`src/rtl/rc_eval_pkg.sv`:
```
// Shared definitions for the adder error evaluator: the FSM state set and the
// widths derived from the operand width of the adder under evaluation.
package rc_eval_pkg;

    // Operand width used when the instantiating code does not override it.
    localparam int DEFAULT_WIDTH = 8;

    // Sweep controller states.
    typedef enum logic [1:0] {
        ST_IDLE  = 2'd0,
        ST_SWEEP = 2'd1,
        ST_DRAIN = 2'd2,
        ST_DONE  = 2'd3
    } state_t;

    // Exact sum of two w-bit operands, also the width of one absolute error.
    function automatic int sum_w(input int w);
        return w + 1;
    endfunction

    // Sum of 2^(2w) errors, each below 2^(w+1), fits in 3w+1 bits.
    function automatic int err_sum_w(input int w);
        return 3 * w + 1;
    endfunction

    // Count of erroneous pairs reaches 2^(2w), so it needs 2w+1 bits.
    function automatic int err_cnt_w(input int w);
        return 2 * w + 1;
    endfunction

endpackage : rc_eval_pkg

```
`src/rtl/rc_err_eval_abs_err_calc.sv`:
```
// Combinational reference for one operand pair: forms the exact sum and the
// absolute difference against the response of the adder under evaluation.
module abs_err_calc
    import rc_eval_pkg::*;
#(
    parameter int WIDTH = DEFAULT_WIDTH
) (
    input  logic [WIDTH-1:0]        a,
    input  logic [WIDTH-1:0]        b,
    input  logic [sum_w(WIDTH)-1:0] approx,
    output logic [sum_w(WIDTH)-1:0] abs_err
);

    localparam int SW = sum_w(WIDTH);

    logic [SW-1:0] exact;

    // Exact sum is one bit wider than the operands, so it never wraps; the
    // difference of two SW-bit unsigned values always fits back into SW bits
    // when the larger one is taken as the minuend.
    always_comb begin
        exact = {1'b0, a} + {1'b0, b};
        if (exact >= approx) begin
            abs_err = exact - approx;
        end else begin
            abs_err = approx - exact;
        end
    end

endmodule : abs_err_calc

```
`src/rtl/rc_err_eval.sv`:
```
// Exhaustive error evaluator for an external approximate adder. Presents every
// operand pair once, compares the adder's response with the exact sum, and
// accumulates total, maximum and count of nonzero absolute errors through a
// two-stage pipeline (register error, then accumulate).
module rc_err_eval
    import rc_eval_pkg::*;
#(
    parameter int WIDTH = DEFAULT_WIDTH
) (
    input  logic                        clk,
    input  logic                        rst,
    input  logic                        start,
    input  logic                        abort,
    output logic [WIDTH-1:0]            in1,
    output logic [WIDTH-1:0]            in2,
    input  logic [sum_w(WIDTH)-1:0]     approx_sum,
    output logic                        busy,
    output logic                        done,
    output logic [err_sum_w(WIDTH)-1:0] err_sum,
    output logic [sum_w(WIDTH)-1:0]     err_max,
    output logic [err_cnt_w(WIDTH)-1:0] err_cnt,
    output logic [sum_w(WIDTH)-1:0]     mae_int
);

    localparam int SW  = sum_w(WIDTH);
    localparam int ESW = err_sum_w(WIDTH);
    localparam int ECW = err_cnt_w(WIDTH);

    state_t             state_reg;
    state_t             state_next;

    logic [WIDTH-1:0]   in1_reg;
    logic [WIDTH-1:0]   in2_reg;

    logic [SW-1:0]      abs_err;
    logic [SW-1:0]      s1_err_reg;
    logic               s1_valid_reg;

    logic [ESW-1:0]     err_sum_reg;
    logic [SW-1:0]      err_max_reg;
    logic [ECW-1:0]     err_cnt_reg;

    logic               accept_start;
    logic               discard;
    logic               last_pair;
    logic               sweep_step;

    // The final pair is the one with both operands at their maximum value.
    assign last_pair  = (&in1_reg) & (&in2_reg);

    // A new pair is sampled on every SWEEP cycle that is not being aborted.
    assign sweep_step = (state_reg == ST_SWEEP) && !abort;

    abs_err_calc #(
        .WIDTH (WIDTH)
    ) u_abs_err_calc (
        .a       (in1_reg),
        .b       (in2_reg),
        .approx  (approx_sum),
        .abs_err (abs_err)
    );

    // State register.
    always_ff @(posedge clk or posedge rst) begin
        if (rst) begin
            state_reg <= ST_IDLE;
        end else begin
            state_reg <= state_next;
        end
    end

    // Next-state logic; start is only honoured from IDLE/DONE, and abort
    // overrides everything while a sweep is in progress.
    always_comb begin
        state_next   = state_reg;
        accept_start = 1'b0;
        discard      = 1'b0;
        case (state_reg)
            ST_IDLE, ST_DONE: begin
                if (start) begin
                    state_next   = ST_SWEEP;
                    accept_start = 1'b1;
                end
            end
            ST_SWEEP: begin
                if (abort) begin
                    state_next = ST_IDLE;
                    discard    = 1'b1;
                end else if (last_pair) begin
                    state_next = ST_DRAIN;
                end
            end
            ST_DRAIN: begin
                if (abort) begin
                    state_next = ST_IDLE;
                    discard    = 1'b1;
                end else begin
                    state_next = ST_DONE;
                end
            end
            default: begin
                state_next = ST_IDLE;
            end
        endcase
    end

    // Operand counters: in2 is the fast digit, in1 advances when in2 wraps.
    // Both stop on the last pair and keep those values through DRAIN/DONE.
    always_ff @(posedge clk or posedge rst) begin
        if (rst) begin
            in1_reg <= '0;
            in2_reg <= '0;
        end else if (accept_start) begin
            in1_reg <= '0;
            in2_reg <= '0;
        end else if (sweep_step && !last_pair) begin
            in2_reg <= in2_reg + 1'b1;
            if (&in2_reg) begin
                in1_reg <= in1_reg + 1'b1;
            end
        end
    end

    // Stage 1: capture the error of the pair presented this cycle. Outside
    // SWEEP the register is emptied; its old content is still read by the
    // accumulators on that same edge, which is how DRAIN retires the last pair.
    always_ff @(posedge clk or posedge rst) begin
        if (rst) begin
            s1_err_reg   <= '0;
            s1_valid_reg <= 1'b0;
        end else if (sweep_step) begin
            s1_err_reg   <= abs_err;
            s1_valid_reg <= 1'b1;
        end else begin
            s1_err_reg   <= '0;
            s1_valid_reg <= 1'b0;
        end
    end

    // Stage 2: fold the registered error into the running statistics. An
    // abort drops the in-flight stage-1 result and freezes the accumulators.
    always_ff @(posedge clk or posedge rst) begin
        if (rst) begin
            err_sum_reg <= '0;
            err_max_reg <= '0;
            err_cnt_reg <= '0;
        end else if (accept_start) begin
            err_sum_reg <= '0;
            err_max_reg <= '0;
            err_cnt_reg <= '0;
        end else if (s1_valid_reg && !discard) begin
            err_sum_reg <= err_sum_reg + ESW'(s1_err_reg);
            if (s1_err_reg > err_max_reg) begin
                err_max_reg <= s1_err_reg;
            end
            if (s1_err_reg != '0) begin
                err_cnt_reg <= err_cnt_reg + 1'b1;
            end
        end
    end

    assign in1     = in1_reg;
    assign in2     = in2_reg;
    assign busy    = (state_reg == ST_SWEEP) || (state_reg == ST_DRAIN);
    assign done    = (state_reg == ST_DONE);
    assign err_sum = err_sum_reg;
    assign err_max = err_max_reg;
    assign err_cnt = err_cnt_reg;
    // Dividing by the 2^(2*WIDTH) pair count is a plain shift.
    assign mae_int = err_sum_reg[ESW-1:2*WIDTH];

endmodule : rc_err_eval

```
`config.mk`:
```
export PLATFORM = sky130hd
export DESIGN_NAME = rc_err_eval
export DESIGN_NICKNAME = d
export VERILOG_FILES = /design/src/rtl/rc_eval_pkg.sv /design/src/rtl/rc_err_eval_abs_err_calc.sv /design/src/rtl/rc_err_eval.sv
export SDC_FILE = /design/constraint.sdc
export NUM_CORES = 1
export LEC_CHECK = 0
export CORE_ASPECT_RATIO = 0.6
export CORE_MARGIN = 2
export CORE_UTILIZATION = 60
export DETAILED_ROUTE_END_ITERATION = 10
export DONT_BUFFER_PORTS = 1
export PLACE_DENSITY = 0.77
export SLEW_MARGIN = 40
export SYNTH_ARGS = -nofsm -noshare
export SYNTH_HDL_FRONTEND = slang
export SYNTH_SLANG_ARGS = --single-unit
```
`constraint.sdc`:
```
create_clock -name clk -period 3.5 [get_ports clk]
set_input_delay 0.525 -clock clk [delete_from_list [all_inputs] [get_ports clk]]
set_output_delay 0.525 -clock clk [all_outputs]
set_load 0.005 [all_outputs]
```
==> results of run 1 <==
==> layout make-up <==
class | instances | area (sq um) | area share
timing repair buffer | 12 | 93.84 | 0.01607
sequential | 79 | 1977 | 0.3386
clock inverter | 4 | 47.55 | 0.008144
multi-input combinational | 437 | 3192 | 0.5467
tap | 112 | 140.1 | 0.02400
inverter | 41 | 155.1 | 0.02658
clock buffer | 11 | 232.7 | 0.03986
==> stage by stage <==
step | hold slack [ns] | setup slack (ns)
final | 0.2549 | 0.1767
after global routing | 0.2899 | -0.004465
after CTS | 0.2755 | 0.03368
after detailed placement | 0.5518 | -0.02910
after global placement | 0.5442 | 0.1029
after floorplan | 0.5005 | 0.3296
==> power by group through the flow <==
stage	clock, uW	sequential, uW	combinational [uW]
2_1_floorplan	0	1150	918
3_3_place_gp	0	1180	1160
3_5_place_dp	0	1190	1190
4_1_cts	927	1180	1210
5_1_grt	954	1200	1350
6_report	902	1180	1210
==> path summary, 6_finish.rpt <==
check,depth (start not counted),slack (ns),endpoint
max reg2reg,13,0.18,s1_err_reg[2]
max in group asynchronous,2,2.77,err_sum[17]
min reg2reg,2,0.57,err_sum[8]
min,2,0.25,err_cnt[7]
min in group clk,1,0.29,state_reg[1]
max,13,0.18,s1_err_reg[2]
==> worst max-delay path, stage by stage, from the launching register on <==
cell	delay, ns
dfrtp_1	0.42
ha_1	0.31
a21o_1	0.19
a21oi_2	0.17
o211ai_1	0.17
a21o_1	0.23
a21oi_2	0.19
xnor2_1	0.09
ha_1	0.37
and4_4	0.27
o211ai_1	0.19
nand2_2	0.18
mux2i_2	0.24
mux2i_1	0.23
==> cell usage in the layout, fill, tap and decap left out, types with 6 or more instances in the layout <==
cell / n
a21o_1: 15
a21oi_1: 24
a21oi_2: 6
and3_1: 10
buf_4: 11
clkbuf_16: 9
dfrtp_1: 79
ha_1: 48
inv_1: 40
mux2i_1: 22
nand2_1: 37
nand2b_1: 18
nand3_1: 12
nand4_1: 17
nor2_1: 72
nor3_1: 8
o211ai_1: 7
o21ai_0: 16
xnor2_1: 17
xor2_1: 34
==> timing repair <==
action	CTS	global route
setup buffers	0	2
setup endpoints to repair	5	8
pin swaps	1	4
endpoints found under the hold margin	0	0
cloned	0	0
resized for setup	2	11
==> metal layers <==
| layer | up-vias | share of wire | wire (um) |
|---|---|---|---|
| met4 | 0 | 0.0093 | 117 |
| met1 | 2015 | 0.48 | 6088 |
| met2 | 143 | 0.42 | 5373 |
| met3 | 9 | 0.084 | 1064 |
| met5 | - | 0 | 0 |
| li1 | 2015 | - | - |
==> cell families (layout without fill, tap and decap cells) <==
logic type                 Yosys count  after routing
AOI/OAI and AO/OA                  105            105
adders and majority gates           53             53
xor gates and xnor gates            51             51
buffers and inverters               65             68
muxes                               25             25
and+or+nand+nor                    203            203
DFF                                 79             79
==> results.md, run 1 <==
* Register area share after synthesis at 0.3642
* Power Total at 3296 uW
* Maximum clock insertion buffer count at 2
* VDD IR-drop max at 0.3463 mV
* Outcome: finished clean
* Post-layout util at 0.6747
* Compound-gate portion of the synthesized area at 0.1323
* Reg-to-reg startpoint: in1[1]
* Ys flop type: dfrtp_1
* IO Pins at 91
* Min-delay worst type: primary input to async pin
* Total wire length at 12,640 um
* Type of origin of the critical path: flip-flop
* Initial Util at 0.6272
* TritonRoute pass-1 iters at 4
* Critical Path Start: in1[1]
* Pleak at 0.002870 uW
* Yosys reg bits at 79
* Most common library cells after synthesis: dfrtp_1 (79), nor2_1 (73), ha_1 (49), inv_1 (41), nand2_1 (38)
* Final critical-path share of the clock period at 0.9495
* Worst Max-Slew Pin Slew at 0.7081 ns
* Area leader, netlist: dfrtp_1
* Number of global-route vias before repair at 4,180
* Largest register FFs at 25
* Min Clock Period, post-route at 3.323 ns
* Total CTS buffers at 9
* Max_slew headroom at 0.5279
* Largest family of logic cells by synthesized area: simple AND/OR/NAND/NOR gates
* DRC viols at 0
* Worst endpoint required time at 3.76 ns
* Slew Viols, Final at 0
* # setup viols final at 0
* Antenna violations before repair at 0
* Switching Share at 0.3856
* N_diodes at 0
* Number of synthesized flops with an enable pin at 0
* Most frequent cell after synthesis: dfrtp_1
* GRT overflow at 0
* Met1 GRT Util at 0.3963
* Synth Instances at 581
* Top cell type's share of synthesized area at 0.3642
* Top post-synthesis cells by area: dfrtp_1 (36%), ha_1 (11%), xor2_1 (5.5%)
* Avg Cell Area, Syn at 9.342 sq um
* Max-Cap Viols at 0
* Core box area at 8653 sq um
* Crit-path max FO at 6
* Largest net degree at the start of global routing at 80
* Die width at 126.8 um
* Switching power at 1271 uW
* Netlist cell types at 59
* Simple-Gate Fraction of Synth Area at 0.1913
* Number of port buffers at 0
* CP arrival at 3.58 ns
* Post-synthesis mux area share at 0.04657
* First DRT Iteration DRCs at 269
* HPWL after detailed placement at 9483 um
* Chip height at 77.68 um
* Vias per std cell at 6.009
* DP Cell Count at 679
* Hold buffer count at cts at 0
* # rows at 26
* First-pass GRT wire length at 21,470 um
* CTS Root Buffer Type: clkbuf_16
* Worst Skew at 0.004503 ns
* Average wire per standard cell at 18.17 um
* Final setup TNS at 0 ns
* Flop pwr share at 0.358
* FFs w/ async S/R, synth at 1.000
* Pint at 2025 uW
* CTS tree: done
* Logic pwr share at 0.368
* NumNets Final at 646
* Gr usage total at 0.2759
* Setup crit end kind: flip-flop
* Clock latency on the worst-skew pair at 0.34 ns
* GR peak layer: met2
* Met3 usage at 0.09103
* Final cell count without fillers at 696
* WS Path Type: flip-flop to flip-flop
* Synth Warn # at 0
* Gpl congestion at 0.9445
* Xor/xnor cell area share of the yosys netlist at 0.08230
* Post-DRT Antenna Nets at 0
* Adder-Cell Fraction of Synth Area at 0.1277
* Clk pwr share at 0.274
* Met2 Use GR at 0.4081
* H-tree depth at 3
* Pwr dens at 564.6 nW/um^2
* Fillcell total at 694
* Max Clk Rate at 300.9 MHz
* Area grow syn2layout at 7.561%
* Share of cells above drive strength 1 at 0.08904
* Worst-path clk slew at 0.06 ns
* Final hold viol count at 0
* CTS Sinks at 79
* DP Area at 5508 sq um
* Post-synthesis instance area at 5428 sq um
* Routed vias at 4,182
* Die area at 9848 sq um
* Non-Filler Cell Area, Final at 5838 sq um
* Post-synth net total at 647
Note: power is estimated with default switching activity, not from simulation.
==> run 2, diff against run 1 <==
==> constraint.sdc (replaced) <==
create_clock -name clk -period 3.5 [get_ports clk]
set_input_delay 0.35 -clock clk [delete_from_list [all_inputs] [get_ports clk]]
set_output_delay 0.35 -clock clk [all_outputs]
set_load 0.005 [all_outputs]
==> run 2 against run 1 <==
Net effect:
- hold slack lost 0.15 ns
- combinational power is essentially flat
- non-clock buffer count is 2 higher
- critical path depth unchanged
- wire length is 1.1% higher
- total power is 7.8% higher
- first-iteration DRC count is 11% higher
- sequential cell count stayed put
- worst setup slack worse by 0.024 ns
- sequential share of layout area down 0.60 points
==> results.md, run 2 (synthesis results as in run 1) <==
* Outcome: finished clean (unchanged)
* # rows at 26 (unchanged)
* VDD IR-drop max at 0.3309 mV (was 0.3463 mV)
* Final setup TNS at 0 ns (unchanged)
* Average wire per standard cell at 18.29 um (was 18.17 um)
* Largest net degree at the start of global routing at 61 (was 80)
* N_diodes at 0 (unchanged)
* Die width at 126.8 um (unchanged)
* Crit-path max FO at 4 (was 6)
* Pwr dens at 597.8 nW/um^2 (was 564.6 nW/um^2)
* Routed vias at 4,282 (was 4,182)
* GRT overflow at 0 (unchanged)
* Type of origin of the critical path: flip-flop (unchanged)
* First-pass GRT wire length at 21,450 um (was 21,470 um)
* Number of port buffers at 0 (unchanged)
* Initial Util at 0.6272 (unchanged)
* Share of cells above drive strength 1 at 0.09370 (was 0.08904)
* First DRT Iteration DRCs at 298 (was 269)
* Commonest cells after routing, fill and taps aside: dfrtp_1 (79), nor2_1 (72), ha_1 (49) (was dfrtp_1 (79), nor2_1 (72), ha_1 (48))
* Max Clk Rate at 298.8 MHz (was 300.9 MHz)
* Max_slew headroom at 0.5168 (was 0.5279)
* HPWL after detailed placement at 9655 um (was 9483 um)
* Post-DRT Antenna Nets at 0 (unchanged)
* Clock latency on the worst-skew pair at 0.34 ns (about the same)
* Min Clock Period, post-route at 3.347 ns (was 3.323 ns)
* Max-Cap Viols at 0 (unchanged)
* DP Area at 5515 sq um (was 5508 sq um)
* IO Pins at 91 (unchanged)
* NumNets Final at 648 (was 646)
* H-tree depth at 3 (unchanged)
* Final critical-path share of the clock period at 0.9563 (was 0.9495)
* Worst-path clk slew at 0.06 ns (about the same)
* Largest register FFs at 25 (unchanged)
* Slew Viols, Final at 0 (unchanged)
* TritonRoute pass-1 iters at 5 (was 4)
* # setup viols final at 0 (unchanged)
* Die area at 9848 sq um (unchanged)
* Total CTS buffers at 9 (unchanged)
* CTS tree: done (unchanged)
* Non-Filler Cell Area, Final at 5943 sq um (was 5838 sq um)
* Vias per std cell at 6.126 (was 6.009)
* WS Path Type: flip-flop to flip-flop (unchanged)
* CP arrival at 3.60 ns (was 3.58 ns)
* Gr usage total at 0.2764 (was 0.2759)
* CTS Root Buffer Type: clkbuf_16 (unchanged)
* Most common cell after layout, fill and taps aside: dfrtp_1 (unchanged)
* CTS Sinks at 79 (unchanged)
* Chip height at 77.68 um (unchanged)
* DRC viols at 0 (unchanged)
* Min-delay worst type: primary input to flip-flop (was primary input to async pin)
* Pleak at 0.002922 uW (was 0.002870 uW)
* Worst Max-Slew Pin Slew at 0.7233 ns (was 0.7081 ns)
* Worst Skew at 0.007608 ns (was 0.004503 ns)
* Worst endpoint required time at 3.75 ns (was 3.76 ns)
* Final hold viol count at 0 (unchanged)
* Area grow syn2layout at 9.497% (was 7.561%)
* Maximum clock insertion buffer count at 2 (unchanged)
* Antenna violations before repair at 0 (unchanged)
* Number of global-route vias before repair at 4,160 (was 4,180)
* Gpl congestion at 0.9483 (was 0.9445)
* Core box area at 8653 sq um (unchanged)
* Setup crit end kind: flip-flop (unchanged)
* Total wire length at 12,790 um (was 12,640 um)
run 2: layer usage:
| layer | routed length (um) | GRT usage |
|---|---|---|
| met5 | 0 | 0 |
| met3 | 1174 | 0.1021 |
| met1 | 6015 | 0.3942 |
| met4 | 208 | 0.06813 |
| met2 | 5389 | 0.4000 |
run 2: per-stage QoR:
| step | util | instances | hold slack [ns] | power [uW] | setup slack (ns) |
|---|---|---|---|---|---|
| floorplan | - | 581 | 0.4485 | 2067 | 0.3296 |
| global placement | 0.6369 | 680 | 0.4601 | 2339 | 0.1083 |
| detailed placement | 0.6374 | 680 | 0.2938 | 2387 | -0.1231 |
| CTS | 0.6832 | 698 | 0.09588 | 3555 | 0.003497 |
| global route | 0.6868 | 699 | 0.1075 | 3769 | -0.03662 |
| finish | 0.6868 | 699 | 0.1035 | 3553 | 0.1531 |
run 2: worst max-delay path, cell delays in order, from the launching register on:
cell      delay (ns)
dfrtp_1         0.38
ha_1            0.24
fa_2            0.37
a21o_1          0.19
a21oi_2         0.19
o21ai_0         0.13
a21oi_2         0.20
xnor2_1         0.12
ha_1            0.36
and4_4          0.25
o211ai_1        0.18
nand2_2         0.17
mux2i_2         0.25
mux2i_1         0.24
run 2: power by group:
group          total, uW  internal, uW  switching [uW]
clock network       1150           771             376
registers           1180          1030             152
logic               1230           457             771
total               3550          2250            1300
run 2: what timing repair did:
item | 4_1_cts | 5_1_grt
endpoints found under the setup margin | 6 | 8
hold buffers | 1 | 0
endpoints found under the hold margin | 58 | 0
pin swaps | 2 | 4
setup buffers | 1 | 1
gates resized for setup | 3 | 7
run 2: layout make-up:
cell class | count | area (sq um)
clock buffers | 9 | 225.2
multi-input cells | 437 | 3189
fillers | 648 | 2710
inverters | 41 | 158.9
repair buffers | 14 | 107.6
clock inverters | 7 | 145.1
flip-flops and latches | 79 | 1977
well taps | 112 | 140.1
run 2: path summary, 6_finish.rpt:
kind / start / to / slack, ns / cells past startpoint
max: in1[0] / s1_err_reg[7] / 0.15 / 13
min: abort / state_reg[1] / 0.10 / 1
max reg2reg: in1[0] / s1_err_reg[7] / 0.15 / 13
min reg2reg: err_sum[8] / err_sum[8] / 0.56 / 2
max in group asynchronous: rst / err_sum[7] / 2.29 / 3
min in group asynchronous: rst / err_cnt[9] / 0.53 / 2
